<file path="src/rtl/xor_parity_frame_rx.sv">
// Serial frame receiver: WIDTH data bits LSB first plus one parity bit, running-XOR check,
// saturating error count. Define PARITY_ODD_EN for odd parity (default build: even parity).
module xor_parity_frame_rx #(
   parameter int unsigned WIDTH     = 8,
   parameter int unsigned CNT_WIDTH = 8
) (
   input  logic                 clk_i,
   input  logic                 rst_i,
   input  logic                 sin_i,
   input  logic                 svalid_i,
   input  logic                 ssync_i,
   output logic [WIDTH-1:0]     q_o,
   output logic                 qvalid_o,
   output logic                 perr_o,
   output logic                 busy_o,
   output logic [CNT_WIDTH-1:0] errcnt_o
);

   localparam int unsigned BcW = $clog2(WIDTH);
   localparam logic [BcW-1:0] LastBit = BcW'(WIDTH - 1);

`ifdef PARITY_ODD_EN
   localparam logic OddPar = 1'b1;
`else
   localparam logic OddPar = 1'b0;
`endif

   typedef enum logic [1:0] {StIdle, StData, StPar} state_e;

   state_e               state_q, state_d;
   logic [BcW-1:0]       bitcnt_q, bitcnt_d;
   logic [WIDTH-1:0]     sr_q, sr_d;
   logic                 par_q, par_d;
   logic [WIDTH-1:0]     q_q, q_d;
   logic                 qvalid_q, qvalid_d;
   logic                 perr_q, perr_d;
   logic                 busy_q, busy_d;
   logic [CNT_WIDTH-1:0] errcnt_q, errcnt_d;
   logic                 mismatch;

   assign mismatch = sin_i ^ par_q ^ OddPar;

   always_comb begin
      state_d  = state_q;
      bitcnt_d = bitcnt_q;
      sr_d     = sr_q;
      par_d    = par_q;
      q_d      = q_q;
      qvalid_d = 1'b0;
      perr_d   = perr_q;
      errcnt_d = errcnt_q;
      if (svalid_i) begin
         if (ssync_i) begin
            // A sync bit always starts a fresh frame; any partial frame is dropped silently.
            sr_d     = '0;
            sr_d[0]  = sin_i;
            par_d    = sin_i;
            bitcnt_d = BcW'(1);
            state_d  = StData;
         end else begin
            unique case (state_q)
               StIdle: ;
               StData: begin
                  sr_d[bitcnt_q] = sin_i;
                  par_d          = par_q ^ sin_i;
                  if (bitcnt_q == LastBit) begin
                     bitcnt_d = '0;
                     state_d  = StPar;
                  end else begin
                     bitcnt_d = bitcnt_q + BcW'(1);
                  end
               end
               StPar: begin
                  q_d      = sr_q;
                  perr_d   = mismatch;
                  qvalid_d = 1'b1;
                  if (mismatch && (errcnt_q != '1)) begin
                     errcnt_d = errcnt_q + CNT_WIDTH'(1);
                  end
                  state_d = StIdle;
               end
               default: state_d = StIdle;
            endcase
         end
      end
      busy_d = (state_d != StIdle);
   end

   always_ff @(posedge clk_i) begin
      if (rst_i) begin
         state_q  <= StIdle;
         bitcnt_q <= '0;
         sr_q     <= '0;
         par_q    <= 1'b0;
         q_q      <= '0;
         qvalid_q <= 1'b0;
         perr_q   <= 1'b0;
         busy_q   <= 1'b0;
         errcnt_q <= '0;
      end else begin
         state_q  <= state_d;
         bitcnt_q <= bitcnt_d;
         sr_q     <= sr_d;
         par_q    <= par_d;
         q_q      <= q_d;
         qvalid_q <= qvalid_d;
         perr_q   <= perr_d;
         busy_q   <= busy_d;
         errcnt_q <= errcnt_d;
      end
   end

   assign q_o      = q_q;
   assign qvalid_o = qvalid_q;
   assign perr_o   = perr_q;
   assign busy_o   = busy_q;
   assign errcnt_o = errcnt_q;

endmodule

</file>
<file path="config.mk">
export PLATFORM = sky130hd
export DESIGN_NAME = xor_parity_frame_rx
export DESIGN_NICKNAME = d
export VERILOG_FILES = /design/src/rtl/xor_parity_frame_rx.sv
export SDC_FILE = /design/constraint.sdc
export NUM_CORES = 1
export LEC_CHECK = 0
export ABC_AREA = 1
export CAP_MARGIN = 20
export CORE_UTILIZATION = 57
export CTS_CLUSTER_DIAMETER = 150
export DETAILED_ROUTE_END_ITERATION = 8
export GPL_ROUTABILITY_DRIVEN = 0
export PLACE_DENSITY_LB_ADDON = 0.25
export SYNTH_ARGS = -nofsm -noshare
export SYNTH_HDL_FRONTEND = slang
export SYNTH_SLANG_ARGS = --single-unit
</file>
<file path="constraint.sdc">
create_clock -name clk_i -period 2.34 [get_ports clk_i]
set_input_delay 0.351 -clock clk_i [delete_from_list [all_inputs] [get_ports clk_i]]
set_output_delay 0.351 -clock clk_i [all_outputs]
set_load 0.05 [all_outputs]
</file>
==> results of run 1 <==
[per-layer routing]
| layer | track usage [%] | up-vias | routed length [um] |
|---|---|---|---|
| met5 | 0 | - | 0 |
| met4 | 8.75 | 0 | 40 |
| met3 | 5.74 | 5 | 95 |
| met2 | 35.1 | 23 | 1430 |
| met1 | 32.9 | 682 | 1630 |
| li1 | - | 796 | - |
[kinds of logic after synthesis]
kind of cell | Yosys count | share of synthesized area (%)
xor gates and xnor gates | 1 | 0.544
DFF | 33 | 41.0
buffers and inverters | 30 | 7.53
AOI/OAI and AO/OA | 44 | 13.9
and+or+nand+nor | 122 | 34.7
adders and majority gates | 3 | 2.33
[stage by stage]
| stage | util [%] | power (mW) | area (sq um) | hold slack, ns |
|---|---|---|---|---|
| 3_5_place_dp | 73.0 | 0.665 | 1870 | 0.450 |
| 4_1_cts | 75.0 | 0.953 | 1930 | 0.464 |
| 5_1_grt | 75.0 | 0.988 | 1930 | 0.481 |
| 2_1_floorplan | - | 0.640 | 1610 | 0.429 |
| 3_3_place_gp | 73.0 | 0.663 | 1870 | 0.445 |
| 6_report | 75.0 | 0.946 | 1930 | 0.463 |
[path summary, 6_finish.rpt]
| path | slack (ns) | to | start | depth (start not counted) |
|---|---|---|---|---|
| setup / recovery | 0.34 | errcnt_o[2] | errcnt_o[2] | 1 |
| hold reg to reg | 0.46 | sr_q[3] | sr_q[3] | 2 |
| setup reg to reg | 0.84 | errcnt_o[7] | errcnt_o[1] | 7 |
| hold / removal | 0.46 | sr_q[3] | sr_q[3] | 2 |
[placed cells by master, fill, tap and decap left out, drive strengths merged]
cell type,netlist,final
nand3,11,11
dfxtp,33,33
a21oi,21,21
clkbuf,2,6
xor2,1,1
nand2,69,69
nand3b,2,2
clkdlybuf4s50,0,23
clkinv,0,2
ha,3,3
o21ai,21,21
o22ai,1,1
nor3,3,3
inv,25,25
nor2,37,37
buf,3,3
a211oi,1,1
[state kept, by name (all words and copies together), names as in the netlist]
register  cells
errcnt_o      8
bitcnt_q      3
perr_o        1
q_o           8
qvalid_o      1
busy_o        1
par_q         1
sr_q          8
state_q       2
[report_power, final]
| part | internal, mW | total (mW) | switching, mW |
|---|---|---|---|
| sequential | 0.568 | 0.575 | 0.00624 |
| combinational | 0.0269 | 0.0783 | 0.0514 |
| clock | 0.114 | 0.293 | 0.179 |
[layout make-up]
| type | instances | area, sq um | area share, % |
|---|---|---|---|
| Multi-Input combinational cell | 170 | 830 | 43.1 |
| Clock inverter | 2 | 10.0 | 0.520 |
| Inverter | 25 | 93.8 | 4.87 |
| Tap cell | 30 | 37.5 | 1.95 |
| Clock buffer | 6 | 41.3 | 2.14 |
| Timing Repair Buffer | 26 | 253 | 13.1 |
| Sequential cell | 33 | 661 | 34.3 |
==> results.toml, run 1 <==
[clock_network]
cts_setup_buffers = 0
cts_buffers = 5
h-tree-depth = 2
cts_resized = 0
cts_tree = "yes"
cts_sinks = 33
holdBufCountCts = 0
clkLatencyLatePin_ns = 0.32
cts_buffer_depth = 2
root_buffer = "clkbuf_4"
clk_pin_slew_ns = 0.10

[synthesis]
synth_top_area_share_pct = 41.0
yosysWarningCount = 0
synth_cell_types = 24
seq_area_frac_synth_pct = 41.0
syn_area_sq_mm = 0.00161
synth.avg_cell_area_sq_um = 6.92
async_reset_ff_share_pct = 0
yosysTopAreaCell = "dfxtp_1"
ys.flop_type = "dfxtp_1"
synth_nets = 241
synth_common_cells = "nand2_1 (65), dfxtp_1 (33), nor2_1 (32)"
syn_inst = 233
ys_seq_elements = 33
synth_most_common_cell = "nand2_1"
synthTopCellsByArea = "dfxtp_1 (41%), nand2_1 (15%), nor2_1 (7.5%)"
synth_edf_count = 0

[setup_path]
crit_chain = "clkdlybuf4s50_1"
cp_data_required_time_ns = 1.99
path_class = "reg2out"
cp-start-kind = "flip-flop"
path_buf_inv = 1
slowest_stage = "clkdlybuf4s50_1"
worstPathArrival_ns = 1.65
critPathMaxStageDelay_ns = 0.86
end_kind = "primary output"
crit_fanout = 7
critical_path.top_delay_family = "buffers and inverters"

[route]
drt_iter0_markers = 44
postRouteAntennaNets = 0
dr.pass1.iters = 4
avgViaCountPerCell = 5.16
wl_per_cell_um = 10.9
vias = 1506
wl_mm = 3.20
drcViolationCount = 0

[final_layout]
instances_no_fill = 292
layout-drive-gt1-share_pct = 8.78
area_delta_synth_final_pct = 19.5
diodes = 0
fillers = 214
fin_nets = 269

[power_and_ir_drop]
leakage_nw = 0.794
peakVddDrop_v = 0.000391
p_per_area_mw_per_mm2 = 491

[timing]
finalHoldViolations = 0
setup_viol_count_final = 0
setup_tns_ns = 0
slew_headroom_pct = 64.9
max_freq_mhz = 500
post-route-period-util_pct = 85.5
worstMarginPinSlew_ns = 0.526
timing.final.crit_period_ns = 2.00
worst_slack_ns = 0.339
drv_slew = 0
clock_skew_ns = 0.0112
rsz0062_at_grt = "no"

[die]
ios = 24
die_y_um = 55.2
core.rowCount = 18
die-area_sq_mm = 0.00304
fp.coreArea_sq_mm = 0.00257
die_w_um = 55.2
start_util_pct = 62.8

[min_path]
hold_path_class = "reg2reg"

[global_route]
grt_max_degree = 14
grt_usage_pct = 23.7
grt_pass1_wl_mm = 5.01
grt_overflow = 0
antenna_found_initial = 0
grt_pass1_vias = 1137

[placed_design]
io_buffers = 23
hpwl_mm = 2.40
dp_slack_ns = 0.392
dpl.cell_count = 284

[run]
max_cap_violations = 0

[status]
status = "finished clean"
Power figures use the tool's default switching activity.
==> run 2, diff against run 1 <==
- CELL_PAD_IN_SITES_DETAIL_PLACEMENT: default -> 1
- CELL_PAD_IN_SITES_GLOBAL_PLACEMENT: default -> 1
- CORE_UTILIZATION: 57 -> 41
- RECOVER_POWER: default -> 50
==> results.toml, run 2 (synthesis gave the netlist of run 1 again) <==
[status]
status = "finished clean"

[clock_network]
cts_sinks = 33
clk_pin_slew_ns = 0.07
h-tree-depth = 2
clkLatencyLatePin_ns = 0.28
cts_buffers = 5
holdBufCountCts = 0
cts_buffer_depth = 2
cts_resized = 0
cts_setup_buffers = 0
cts_tree = "yes"
root_buffer = "clkbuf_8"

[global_route]
globalRouteMet2Util_pct = 36.8
busiest_layer = "met2"
grt_pass1_wl_mm = 6.96
met1_usage_pct = 26.4
grt_usage_pct = 21.7
use_met3_pct = 4.75
grt_pass1_vias = 1500
antenna_found_initial = 0
grt_overflow = 0
grt_max_degree = 18

[route]
avgViaCountPerCell = 4.95
wl_mm = 4.05
drcViolationCount = 0
drt_iter0_markers = 42
wl_per_cell_um = 13.0
vias = 1539
dr.pass1.iters = 4
postRouteAntennaNets = 0

[timing]
slew_headroom_pct = 66.8
setup_viol_count_final = 0
post-route-period-util_pct = 86.4
max_freq_mhz = 494
drv_slew = 0
clock_skew_ns = 0.00166
timing.final.crit_period_ns = 2.02
setup_tns_ns = 0
finalHoldViolations = 0
rsz0062_at_grt = "no"
worstMarginPinSlew_ns = 0.498

[die]
start_util_pct = 43.4
core.rowCount = 22
die_w_um = 64.7
ios = 24
die-area_sq_mm = 0.00419
die_y_um = 64.7
fp.coreArea_sq_mm = 0.00372

[run]
max_cap_violations = 0

[final_layout]
layout_common_cells = "nand2_1 (66), nor2_1 (35), dfxtp_1 (33), inv_1 (24), clkdlybuf4s50_1 (22)"
final_util_pct = 53.5
final_common_cell = "nand2_1"
layout-drive-gt1-share_pct = 6.46
area_delta_synth_final_pct = 23.4
fillers = 501
diodes = 0
fin_nets = 270

[power_and_ir_drop]
leakage_nw = 0.818
p_per_area_mw_per_mm2 = 606
peakVddDrop_v = 0.000316

[min_path]
min_from = "sr_q[5]"
hold_depth = 2
hold_path_class = "reg2reg"
hold_end = "sr_q[5]"

[setup_path]
rr_endpoint = "errcnt_o[7]"
r2r_cells = 7
cp-start-kind = "input pin"
reg2reg_slack_ns = 0.84
reg2reg_from = "errcnt_o[1]"
path_class = "in2reg"
worstPathArrival_ns = 2.20
end_kind = "flip-flop"
cp_data_required_time_ns = 2.52
crit_fanout = 10

[placed_design]
hpwl_mm = 2.95
io_buffers = 23
run 2: cell types whose count changed in the layout (fill, tap and decap cells not counted), sizes merged:
cell	change
clkinv	-2
dlygate4sd3	+1
bufinv	+1
clkdlybuf4s50	-1
clkbuf	+3
buf	-1
run 2: where the power goes:
part / total, mW / internal (mW) / switching [mW]
combinational: 0.0756 / 0.0237 / 0.0519
clock: 0.555 / 0.347 / 0.208
sequential: 0.575 / 0.569 / 0.00668
total: 1.21 / 0.939 / 0.266
run 2: cell type report:
cell class,count,area (sq um),area share [%]
sequential,33,661,33.2
clock buffer,7,86.3,4.34
inverter,25,93.8,4.72
timing repair buffer,27,253,12.7
clock inverter,1,30.0,1.51
tap,48,60.1,3.02
multi-input combinational,170,805,40.5
run 2: layer usage:
layer  wire [um]  vias to the layer above
met4          77                        0
met2        1900                       25
li1            -                      795
met3         120                        9
met5           0                        -
met1        1940                      710
run 2: worst max-delay path by stage:
stage / startpoint / end / slack [ns] / cells after the start
after global routing: ssync_i / errcnt_o[1] / 0.18 / 8
after CTS: errcnt_o[3] / errcnt_o[3] / 0.36 / 1
after floorplan: errcnt_o[1] / errcnt_o[5] / 0.66 / 7
after detailed placement: svalid_i / sr_q[5] / 0.46 / 6
final: ssync_i / errcnt_o[1] / 0.32 / 8
after global placement: svalid_i / sr_q[1] / 0.52 / 6
run 2: critical path, stage by stage:
cell,delay (ns)
dlygate4sd3_1,0.55
clkbuf_1,0.23
nor2_1,0.25
nand2_1,0.13
nor2_1,0.31
nand2_4,0.14
o21ai_0,0.18
nor2_1,0.05
run 2: metrics by stage:
stage               area (sq um)  power [mW]  worst slack, ns  hold slack (ns)  std cells
finish                      1990        1.21            0.317            0.462        311
global route                1990        1.25            0.176            0.497        311
CTS                         2020        1.22            0.362            0.463        311
detailed placement          1900       0.668            0.460            0.452        303
global placement            1900       0.666            0.519            0.446        303
floorplan                   1610       0.640            0.657            0.429        233
